--- src/rtl/temporizador_pkg.sv ---
// Shared FSM state encoding and synchroniser constants for the tick timer.
// Pure declarations; no logic, no latency.
package temporizador_pkg;

  typedef enum logic [1:0] {
    OCIOSO    = 2'd0,
    CONTANDO  = 2'd1,
    PAUSADO   = 2'd2,
    CONCLUIDO = 2'd3
  } estado_t;

  localparam int SYNC_ESTAGIOS = 2;
  localparam int ARMAR_CICLOS  = 3;

endpackage

--- src/rtl/sincronizador_borda.sv ---
// Brings one slow asynchronous clock into clk and emits a one-cycle tick per rising edge.
// Tick appears in the cycle after the third clk edge that sees the input high; no backpressure.
module sincronizador_borda
  import temporizador_pkg::*;
(
  input  logic clk,
  input  logic rst_n,
  input  logic entrada,
  output logic tick
);

  localparam int ARM_W = $clog2(ARMAR_CICLOS + 1);

  logic [SYNC_ESTAGIOS-1:0] sinc;
  logic                     anterior;
  logic [ARM_W-1:0]         arm_cnt;
  logic                     armado;

  // Holding off the first edges hides an input that was already high at reset.
  assign armado = (arm_cnt == ARM_W'(ARMAR_CICLOS));

  always_ff @(posedge clk or negedge rst_n) begin
    if (!rst_n) begin
      sinc     <= '0;
      anterior <= 1'b0;
      arm_cnt  <= '0;
      tick     <= 1'b0;
    end else begin
      sinc     <= {sinc[SYNC_ESTAGIOS-2:0], entrada};
      anterior <= sinc[SYNC_ESTAGIOS-1];
      if (!armado) begin
        arm_cnt <= arm_cnt + ARM_W'(1);
      end
      tick     <= sinc[SYNC_ESTAGIOS-1] & ~anterior & armado;
    end
  end

endmodule

--- src/rtl/temporizador_de_ticks.sv ---
// Interval timer decrementing on ticks derived from two slow divided clocks, all on clk.
// State/count update one cycle after a request or tick; no backpressure, requests are levels.
module temporizador_de_ticks
  import temporizador_pkg::*;
#(
  parameter int LARGURA      = 8,
  parameter bit FONTE_PADRAO = 1'b0
) (
  input  logic               clk,
  input  logic               rst_n,
  input  logic               clk_lento_a,
  input  logic               clk_lento_b,
  input  logic               sel_fonte,
  input  logic               iniciar,
  input  logic               pausar,
  input  logic               limpar,
  input  logic [LARGURA-1:0] valor_carga,
  output logic               tick_a,
  output logic               tick_b,
  output logic [LARGURA-1:0] contagem,
  output logic [1:0]         estado,
  output logic               ativo,
  output logic               concluido
);

  estado_t            est, est_nxt;
  logic [LARGURA-1:0] cont_nxt;
  logic               conc_nxt;
  logic               tick_sel;

  sincronizador_borda u_sinc_a (.clk(clk), .rst_n(rst_n), .entrada(clk_lento_a), .tick(tick_a));
  sincronizador_borda u_sinc_b (.clk(clk), .rst_n(rst_n), .entrada(clk_lento_b), .tick(tick_b));

  assign tick_sel = (sel_fonte ^ FONTE_PADRAO) ? tick_b : tick_a;

  always_comb begin
    est_nxt  = est;
    cont_nxt = contagem;
    conc_nxt = 1'b0;
    if (limpar) begin
      est_nxt  = OCIOSO;
      cont_nxt = '0;
    end else begin
      case (est)
        OCIOSO, CONCLUIDO: begin
          if (iniciar) begin
            cont_nxt = valor_carga;
            if (valor_carga == '0) begin
              est_nxt  = CONCLUIDO;
              // A held start with a zero load must not pulse back-to-back.
              conc_nxt = ~concluido;
            end else begin
              est_nxt = CONTANDO;
            end
          end
        end
        CONTANDO: begin
          if (pausar) begin
            est_nxt = PAUSADO;
          end else if (tick_sel) begin
            if (contagem > LARGURA'(1)) begin
              cont_nxt = contagem - LARGURA'(1);
            end else if (contagem == LARGURA'(1)) begin
              cont_nxt = '0;
              est_nxt  = CONCLUIDO;
              conc_nxt = 1'b1;
            end
          end
        end
        PAUSADO: begin
          if (!pausar && iniciar) begin
            est_nxt = CONTANDO;
          end
        end
        default: est_nxt = OCIOSO;
      endcase
    end
  end

  always_ff @(posedge clk or negedge rst_n) begin
    if (!rst_n) begin
      est       <= OCIOSO;
      contagem  <= '0;
      concluido <= 1'b0;
    end else begin
      est       <= est_nxt;
      contagem  <= cont_nxt;
      concluido <= conc_nxt;
    end
  end

  assign estado = est;
  assign ativo  = (est == CONTANDO);

endmodule

--- config.mk ---
export PLATFORM = sky130hd
export DESIGN_NAME = temporizador_de_ticks
export DESIGN_NICKNAME = d
export VERILOG_FILES = /design/src/rtl/temporizador_pkg.sv /design/src/rtl/sincronizador_borda.sv /design/src/rtl/temporizador_de_ticks.sv
export SDC_FILE = /design/constraint.sdc
export NUM_CORES = 1
export LEC_CHECK = 0
export CORE_MARGIN = 2
export CORE_UTILIZATION = 52
export DETAILED_ROUTE_END_ITERATION = 7
export PLACE_DENSITY = 0.82
export RECOVER_POWER = 100
export SYNTH_ARGS = -nofsm -noshare
export SYNTH_HDL_FRONTEND = slang
export SYNTH_HIERARCHICAL = 1
export SYNTH_SLANG_ARGS = --single-unit
export TNS_END_PERCENT = 1
--- constraint.sdc ---
create_clock -name clk -period 6.05 [get_ports clk]
set_input_delay 1.815 -clock clk [delete_from_list [all_inputs] [get_ports clk]]
set_output_delay 1.815 -clock clk [all_outputs]
set_load 0.02 [all_outputs]
[After elaboration in Yosys (flattened, before gate mapping)]
Cells that the tools add are included.
Storage, ports and cells
  bits in registers: 23
  input port bits: 16
  output and inout port bits: 14
  logic and storage cells: 69
Cells by class
  add/sub/neg operators: 3
  $lt $le $gt $ge: 1
  equal/unequal tests: 14
  muxes and demuxes: 25
  bitwise gates (word level): 7
  reduce and logical (&&, ||, !) cells: 8
Operators by type and width (count)
  two-way mux 8 bit: 6
  two-way mux 2 bit: 8
  one-hot mux 8 bit (2 select lines): 1
  AND reduction 5 bit: 2
  != test 3 bit (second input constant): 3
  == test 2 bit (second input constant): 4
  == test 8 x 1 -> 1 bit (second input constant): 1
  > comparator 8 x 1 -> 1 bit (second input constant): 1
  logical NOT 8 bit: 1
  two-way mux 1 bit: 8
  != test 4 x 3 -> 1 bit (second input constant): 2
  subtractor 8 x 1 -> 8 bit (second input constant): 1
  one-hot mux 2 bit (3 select lines): 1
  adder 2 x 1 -> 2 bit (second input constant): 2
  bitwise AND 1 bit: 4
  != test 4 x 2 -> 1 bit (second input constant): 1
  != test 4 bit (second input constant): 1
  != test 3 x 2 -> 1 bit (second input constant): 1
  NOT 1 bit: 3
  nonzero test 3 bit: 1
  == test 2 x 1 -> 1 bit (second input constant): 1
  logical NOT 2 bit: 1
  one-hot mux 1 bit (2 select lines): 1
  OR reduction 2 bit: 1
  2 further kinds: 2

[Depth between registers and ports, before layout]
Gate-level depths: netlist of the first run.
  word-level depth: 7
  mapped depth: 8
  gate-level depth less buffers: 7

[Hierarchy]
Netlist of the first run, hierarchy kept.
By module, submodules not included
  temporizador_de_ticks: times used 1, cells each 107, area an instance 870.8 um^2, seq. area each 275.3 um^2
  sincronizador_borda: times used 2, cells each 10, area an instance 196.4 um^2, seq. area each 150.1 um^2

[Worst setup path after synthesis of the first run]
Ideal clock, no wire load.
  path kind: input-to-reg
  from: input port sel_fonte
  to: register contagem[2]
  library setup time: 0.137 ns
  data arrival time: 2.871 ns
  required time: 5.913 ns
  setup slack: 3.042 ns
  cell stages on the path: 6
  buffers on the path: 1
  cell sequence: mux2_2 -> nand2_1 -> o32a_2 -> buf_6 -> o21ai_0 -> a21oi_1
On the way
  cells in the longest elaborated chain, start to end: 3
RTL lines
  from (decl): RTL line temporizador_de_ticks.sv:13  | input logic sel_fonte,
  two-way mux 1 bit: RTL line temporizador_de_ticks.sv:34  | assign tick_sel = (sel_fonte ^ FONTE_PADRAO) ? tick_b : tick_a;
  != test 3 x 2 -> 1 bit (no line)
  AND reduction 5 bit (no line)
  to (signal assigned): RTL line temporizador_de_ticks.sv:87  | contagem <= cont_nxt;
  to (decl): RTL line temporizador_de_ticks.sv:20  | output logic [LARGURA-1:0] contagem,
No other way between the ends.
A chain may end at the register's enable or synchronous reset.

[Worst setup path in the final report of the first run]
  from: register est[1] (netlist: estado[1])
  to: output port ativo
On the way
  cells in the longest elaborated chain, start to end: 1
RTL lines
  from (decl): RTL line temporizador_de_ticks.sv:26  | estado_t est, est_nxt;
  from (signal assigned): RTL line temporizador_de_ticks.sv:86  | est <= est_nxt;
  == test 2 x 1 -> 1 bit: RTL line temporizador_de_ticks.sv:93  | assign ativo = (est == CONTANDO);
  to (decl): RTL line temporizador_de_ticks.sv:22  | output logic ativo,
No other way between the ends.

==> results.yml, run 1 <==
worst_setup_path:
  required_ns: 4.24
  cp-end-kind: "primary output"
  start_kind: "flip-flop"
  reg2reg_from: "contagem[1]"
  startpoint: "estado[1]"
  crit_fanout: 14
  crit_type: "flip-flop to primary output"
  arrival_ns: 2.02
die:
  pin_count: 30
  start_util_pct: 56.0
  core_um2: 2250
  die-area_um2: 2840
  die_x_um: 53.3
  chipHeight_um: 53.3
  row_count: 17
placement:
  place_hpwl_um: 2200
  routabilityCongestion: 0.843
  dpl_cell_area_um2: 1570
  io_buffers: 29
  dp_cells: 181
grt:
  grt_usage_pct: 23.7
  antenna_found_initial: 0
  grt_max_degree: 24
  grt_pass1_wl_um: 4890
  grt-ovfl-total: 0
  grt_pass1_vias: 1061
logic_synthesis:
  yosys_most_used_dff: "dfrtp_1"
  yosysTopAreaCellShare_pct: 45.5
  syn_nets: 149
  synth.most_common_cell: "dfrtp_1"
  synth.distinct_cells: 40
  synthTopCellsByArea: "dfrtp_1 (46%), ha_1 (5.9%), nor2_1 (4.2%)"
  syn_area_per_cell_um2: 9.95
  synth-edff-count: 0
  syn_area_um2: 1260
  seq_area_frac_synth_pct: 45.5
  yosys.area.top_type: "dfrtp_1"
  synth_seq_cells: 23
  netlist_top_cells_count: "dfrtp_1 (23), nor2_1 (14), a21oi_1 (7), nand2_1 (7), nor3_1 (7)"
  syn_inst: 127
  async_flop_share_pct: 100
  ys.warnings.count: 6
timing:
  finalCritPeriodShare_pct: 63.4
  worst_slew_pin_slew_ns: 0.998
  relSlewSlack_pct: 33.3
  rsz0062_at_grt: "no"
  finClkSkew_ns: 0.00364
  setup_viol: 0
  hold_viol: 0
  fin_setup_tns_ns: 0
  clock.fmax_mhz: 261
  final.min_clock_period_ns: 3.84
  slew_viol_final: 0
layout:
  stdcell_area_um2: 1590
  num_antenna_cells: 0
  finalNetCount: 180
  area_delta_synth_final_pct: 25.7
  drive_above_1_share_pct: 5.10
  final_cells: 185
  final_util_pct: 70.5
routing:
  vias_per_cell: 6.09
  route.detailed.drc: 0
  drt_iter0_markers: 26
  first_pass_iters: 4
  wirelength_um: 2990
  drtAntennaViolNets: 0
  routedWlPerCell_um: 16.2
  dr_total_vias: 1126
cts:
  cts_tree: "done"
  cts_max_level: 1
  clk_pin_slew_worst_paths_ns: 0.13
  cts_buffers: 3
  cts_root_buf: "clkbuf_4"
  ctsLongestPathBuffers: 2
  clock_latency_ns: 0.31
  ctsResizeCount: 0
  postCtsHoldBufs: 0
  cts_sinks: 23
  postCtsSetupRepairBufs: 0
power_and_ir_drop:
  p_leak_nw: 0.678
  combPwrFrac_pct: 50.1
  internal_power_w: 0.000308
  seq_power_share_pct: 36.5
  clkPwrFrac_pct: 13.4
  powerDensity_nw_per_um2: 339
  ir_worst_vdd_mv: 0.202
  p_sw_share_pct: 42.7
  power_switching_w: 0.000230
outcome:
  status: "finished clean"
hold_path:
  hp-start: "u_sinc_a/sinc[0]"
  hold_path.class: "flip-flop to flip-flop"
run:
  drv_cap: 0
## power groups by stage
stage                     Combinational (W)  Sequential (W)  Clock [W]
final                              0.000270        0.000197  0.0000720
after global routing               0.000296        0.000200  0.0000803
after CTS                          0.000276        0.000197  0.0000737
after detailed placement           0.000275        0.000199          0
after global placement             0.000273        0.000198          0
after floorplan                    0.000173        0.000213          0
## through the flow
step           total power, W  setup slack, ns  hold WS (ns)
2_1_floorplan        0.000386             3.04         0.331
3_5_place_dp         0.000474             2.46         0.337
6_report             0.000538             2.21         0.374
3_3_place_gp         0.000471             2.51         0.345
4_1_cts              0.000546             2.26         0.377
5_1_grt              0.000576             2.12         0.386
## cell families (layout without fill, tap and decap cells)
| kind of cell | count (synthesis) | after routing | share of synthesized area [%] |
|---|---|---|---|
| and+or+nand+nor | 52 | 52 | 22.9 |
| AOI/OAI and AO/OA | 30 | 30 | 16.1 |
| DFF | 23 | 23 | 45.5 |
| buffers and inverters | 9 | 39 | 3.27 |
| adders and majority gates | 6 | 6 | 5.94 |
| muxes | 5 | 5 | 4.85 |
| xor gates and xnor gates | 2 | 2 | 1.39 |
## flip-flops by register name, summed over array words and instances (netlist names)
register           flops
u_sinc_b/tick          1
u_sinc_b/arm_cnt       2
u_sinc_a/arm_cnt       2
u_sinc_a/tick          1
contagem               8
concluido              1
u_sinc_a/sinc          2
estado                 2
u_sinc_a/anterior      1
u_sinc_b/sinc          2
u_sinc_b/anterior      1
## layer usage
| layer | GRT usage [%] | part of all wire, % | vias up |
|---|---|---|---|
| li1 | - | - | 524 |
| met1 | 31.5 | 42 | 542 |
| met2 | 39.3 | 51 | 56 |
| met3 | 3.95 | 6.3 | 4 |
| met4 | 6.84 | 1.0 | 0 |
| met5 | 0 | 0 | - |
## critical path, cell delays in order (launching register included)
cell,delay (ns)
dfrtp_1,0.43
inv_1,0.07
ha_1,0.46
dlygate4sd3_1,0.75
## cells in the final DEF, fill, tap and decap left out, types with 2 or more instances in the layout
cell type and instances:
o21ai_0 6, ha_1 6, nor2_1 14, nor2b_1 3, nand4_1 4, dlygate4sd3_1 19
nand2b_1 3, clkdlybuf4s50_1 10, mux2_1 3, clkbuf_4 3, a21oi_1 7, dfrtp_1 23
and3b_2 2, nor3_1 7, mux2i_1 2, nand2_1 7, or3_1 2, nand3b_1 2
a31oi_1 2, o2bb2ai_1 2, a211oi_1 4, a21o_1 2, xnor2_1 2, inv_1 5
## final cells by class
class	count	area, um^2
clock buffer	3	22.5
clock inverter	1	5.00
fill	198	666
inverter	6	22.5
multi-input combinational	95	638
sequential	23	576
tap	28	35.0
timing repair buffer	29	290
## path summary, 6_finish.rpt
check                                    to  slack, ns  cells past startpoint
max                                   ativo       2.21                      3
min                        u_sinc_a/sinc[1]       0.37                      0
max reg2reg                     contagem[2]       3.47                      7
min reg2reg                u_sinc_a/sinc[1]       0.37                      0
max in group asynchronous     u_sinc_b/tick       3.35                      1
min in group asynchronous       contagem[5]       2.10                      1
Note: power is estimated with default switching activity, not from simulation.
==> run 2: changes to the inputs <==
Settings changed: CORE_UTILIZATION 52 to 49, PLACE_DENSITY 0.82 to 0.78.
Clock period 6.05 ns to 3.7 ns, I/O delays scaled along.
==> results.yml, run 2 (same netlist as run 1, synthesis figures left out) <==
layout:
  drive_above_1_share_pct: 5.06
  largest_reg_flops: 8
  area_delta_synth_final_pct: 26.4
  final_cell_mix: "dfrtp_1 (23), dlygate4sd3_1 (19), nor2_1 (14), clkdlybuf4s50_1 (10)"
  largest_register: "contagem"
  num-fill-cells: 208
  num_antenna_cells: 0
  finalNetCount: 181
  final_common_cell: "dfrtp_1"
  stdcell_area_um2: 1600
  final_util_pct: 65.1
run:
  drv_cap: 0
grt:
  met1_usage_pct: 31.1
  met2_usage_pct: 34.7
  antenna_found_initial: 0
  grt_busiest_layer: "met2"
  grt_use_met3_pct: 3.83
  grt_usage_pct: 22.2
  grt-ovfl-total: 0
  grt_max_degree: 24
  grt_pass1_wl_um: 4750
  grt_pass1_vias: 1035
hold_path:
  hold_depth: 0
  hold_path.class: "flip-flop to flip-flop"
die:
  die_x_um: 54.8
  chipHeight_um: 54.8
  pin_count: 30
  row_count: 18
  die-area_um2: 3000
  start_util_pct: 51.5
  core_um2: 2450
worst_setup_path:
  crit_type: "flip-flop to primary output"
  crit_fanout: 14
  arrival_ns: 2.00
  cp-end-kind: "primary output"
  reg2reg_depth: 7
  required_ns: 2.59
  start_kind: "flip-flop"
  r2r_slack_ns: 1.18
cts:
  clk_pin_slew_worst_paths_ns: 0.13
  postCtsSetupRepairBufs: 0
  cts_sinks: 23
  postCtsHoldBufs: 0
  ctsResizeCount: 0
  ctsLongestPathBuffers: 2
  cts_max_level: 1
  cts_buffers: 3
  clock_latency_ns: 0.31
  cts_root_buf: "clkbuf_4"
  cts_tree: "done"
timing:
  final.min_clock_period_ns: 3.11
  rsz0062_at_grt: "no"
  setup_viol: 0
  hold_viol: 0
  relSlewSlack_pct: 18.6
  fin_setup_tns_ns: 0
  slew_viol_final: 0
  finalCritPeriodShare_pct: 84.1
  clock.fmax_mhz: 321
  worst_slew_pin_slew_ns: 1.22
  finClkSkew_ns: 0.00888
placement:
  place_hpwl_um: 2150
  io_buffers: 29
  dpl_cell_area_um2: 1580
  routabilityCongestion: 0.885
power_and_ir_drop:
  ir_worst_vdd_mv: 0.371
  power_switching_w: 0.000376
  seq_power_share_pct: 36.3
  combPwrFrac_pct: 49.9
  powerDensity_nw_per_um2: 552
  p_sw_share_pct: 42.7
  internal_power_w: 0.000505
  p_leak_nw: 0.675
  clkPwrFrac_pct: 13.8
outcome:
  status: "finished clean"
routing:
  routedWlPerCell_um: 15.1
  first_pass_iters: 4
  route.detailed.drc: 0
  drt_iter0_markers: 19
  wirelength_um: 2850
  drtAntennaViolNets: 0
  vias_per_cell: 5.78
  dr_total_vias: 1087
==> run 2: power by group through the flow <==
| stage | Sequential (W) | Clock, W | Combinational, W |
|---|---|---|---|
| 2_1_floorplan | 0.000348 | 0 | 0.000283 |
| 3_3_place_gp | 0.000323 | 0 | 0.000440 |
| 3_5_place_dp | 0.000326 | 0 | 0.000448 |
| 4_1_cts | 0.000321 | 0.000123 | 0.000450 |
| 5_1_grt | 0.000326 | 0.000138 | 0.000485 |
| 6_report | 0.000320 | 0.000122 | 0.000440 |
==> run 2: layout make-up <==
cell class                      count  area, um^2  share of cell area [%]
Clock buffer                        3        22.5                    1.41
Inverter                            6        22.5                    1.41
Clock inverter                      1        7.51                   0.470
Sequential cell                    23         576                    36.0
Multi-Input combinational cell     95         638                    39.9
Tap cell                           30        37.5                    2.35
Timing Repair Buffer               30         294                    18.4
==> run 2: path summary, 6_finish.rpt <==
| kind | from | to |
|---|---|---|
| worst max-delay path | estado[1] | ativo |
| max in group asynchronous | rst_n | u_sinc_b/arm_cnt[0] |
| worst min-delay path | u_sinc_b/sinc[0] | u_sinc_b/sinc[1] |
| worst max register to register | contagem[0] | contagem[5] |
| worst min register to register | u_sinc_b/sinc[0] | u_sinc_b/sinc[1] |
| min in group asynchronous | rst_n | contagem[7] |
==> run 2: per-stage QoR <==
stage | cells | setup slack (ns) | hold slack, ns | total power (W)
2_1_floorplan | 127 | 1.40 | 0.331 | 0.000631
3_3_place_gp | 184 | 0.878 | 0.332 | 0.000763
3_5_place_dp | 184 | 0.801 | 0.335 | 0.000774
4_1_cts | 188 | 0.629 | 0.365 | 0.000894
5_1_grt | 188 | 0.477 | 0.379 | 0.000949
6_report | 188 | 0.588 | 0.363 | 0.000881
==> run 2: critical path, stage by stage (launching register included) <==
cell and delay [ns]:
dfrtp_1 0.44, inv_1 0.07, ha_1 0.44, dlygate4sd3_1 0.74
==> run 2: layer usage <==
layer | share of wire [%] | up-vias
met5 | 0 | -
li1 | - | 529
met3 | 5.5 | 4
met4 | 1.2 | 0
met2 | 47 | 34
met1 | 46 | 520
==> run 3: changes to the inputs <==
Settings changed: CORE_UTILIZATION 49 to 44, PLACE_DENSITY 0.78 to 0.74.
Clock period 3.7 ns to 2.57 ns, I/O delays scaled along.
==> results.yml, run 3 (same netlist as run 1, synthesis figures left out) <==
timing:
  worst_slew_pin_slew_ns: 1.21
  clock.fmax_mhz: 410
  fin_ws_ns: 0.133
  fin_setup_tns_ns: 0
  relSlewSlack_pct: 19.4
  setup_viol: 0
  slew_viol_final: 0
  hold_viol: 0
  finalCritPeriodShare_pct: 94.8
  rsz0062_at_grt: "no"
  final.min_clock_period_ns: 2.44
  finClkSkew_ns: 0.00409
layout:
  num-fill-cells: 238
  largest_register: "contagem"
  final_cell_mix: "dfrtp_1 (23), dlygate4sd3_1 (18), nor2_1 (14), clkdlybuf4s50_1 (11)"
  area_delta_synth_final_pct: 26.9
  drive_above_1_share_pct: 5.66
  finalNetCount: 182
  largest_reg_flops: 8
  final_common_cell: "dfrtp_1"
  final_cells: 190
  num_antenna_cells: 0
grt:
  antenna_found_initial: 0
  grt_max_degree: 24
  grt_usage_pct: 19.4
  grt-ovfl-total: 0
  grt_pass1_wl_um: 4810
  grt_pass1_vias: 1057
routing:
  route.detailed.drc: 0
  drtAntennaViolNets: 0
  routed-wl-met3_um: 101
  drt-met1-wl_um: 1290
  wirelength_um: 2840
  first_pass_iters: 4
  drt_iter0_markers: 29
  dr_total_vias: 1099
  top_layer_used: "met4"
  routedWlPerCell_um: 15.0
  wl_met2_um: 1420
  vias_per_cell: 5.78
die:
  pin_count: 30
  row_count: 19
  die_x_um: 57.6
  die-area_um2: 3320
  start_util_pct: 46.2
  core_um2: 2730
  chipHeight_um: 57.6
placement:
  io_buffers: 29
  place_hpwl_um: 2100
  routabilityCongestion: 0.894
  place_ws_ns: 0.0296
  dp_cells: 186
worst_setup_path:
  start_kind: "flip-flop"
  arrival_ns: 1.67
  cp-end-kind: "primary output"
  crit_fanout: 4
  required_ns: 1.80
  crit_type: "flip-flop to primary output"
run:
  drv_cap: 0
cts:
  cts_buffers: 3
  ctsResizeCount: 0
  clk_pin_slew_worst_paths_ns: 0.13
  cts_root_buf: "clkbuf_4"
  ctsLongestPathBuffers: 2
  cts_sinks: 23
  postCtsHoldBufs: 0
  cts_max_level: 1
  cts_tree: "done"
  clock_latency_ns: 0.31
  postCtsSetupRepairBufs: 0
power_and_ir_drop:
  powerDensity_nw_per_um2: 790
  p_leak_nw: 0.679
  ir_worst_vdd_mv: 0.482
outcome:
  status: "finished clean"
hold_path:
  hold_path.class: "flip-flop to flip-flop"
==> run 3: cell count changes in the layout (fill, tap and decap cells not counted), sizes merged <==
cell,before,now
clkdlybuf4s50,10,11
dlygate4sd3,19,18
buf,0,1
==> run 3: through the flow <==
step | utilization, % | cell area, um^2 | hold WS, ns | total power, W
2_1_floorplan | - | 1260 | 0.331 | 0.000909
3_3_place_gp | 58.1 | 1590 | 0.338 | 0.00111
3_5_place_dp | 58.1 | 1590 | 0.344 | 0.00112
4_1_cts | 59.2 | 1620 | 0.375 | 0.00130
5_1_grt | 58.7 | 1600 | 0.382 | 0.00136
6_report | 58.7 | 1600 | 0.371 | 0.00127
==> run 3: path summary, 6_finish.rpt <==
path | cells after the start | to | startpoint | slack, ns
hold / removal | 0 | u_sinc_b/sinc[1] | u_sinc_b/sinc[0] | 0.37
hold reg to reg | 0 | u_sinc_b/sinc[1] | u_sinc_b/sinc[0] | 0.37
max in group asynchronous | 2 | concluido | rst_n | 0.65
setup / recovery | 3 | ativo | estado[1] | 0.13
min in group asynchronous | 2 | u_sinc_a/sinc[0] | rst_n | 1.21
setup reg to reg | 7 | contagem[1] | contagem[0] | 0.26
==> run 3: where the power goes <==
group | total, W | switching, W | internal [W]
clock | 0.000174 | 0.000114 | 0.0000593
combinational | 0.000634 | 0.000370 | 0.000264
sequential | 0.000459 | 0.0000557 | 0.000403
total | 0.00127 | 0.000540 | 0.000727
==> run 3: layer usage <==
metal | vias to the layer above | global-route usage (%)
met2 | 29 | 32.5
li1 | 531 | -
met5 | - | 0
met3 | 2 | 4.54
met1 | 537 | 25.0
met4 | 0 | 5.98
==> run 3: layout make-up <==
| class | count | area [um^2] | area share (%) |
|---|---|---|---|
| inverter | 6 | 22.5 | 1.40 |
| timing repair buffer | 31 | 302 | 18.8 |
| clock buffer | 3 | 22.5 | 1.40 |
| clock inverter | 1 | 7.51 | 0.468 |
| multi-input combinational | 95 | 636 | 39.6 |
| tap | 31 | 38.8 | 2.42 |
| sequential | 23 | 576 | 35.9 |
==> run 3: worst max-delay path: stages, from the launching register on <==
cell and delay (ns):
dfrtp_1 0.45, inv_1 0.07, ha_1 0.21, clkdlybuf4s50_1 0.63
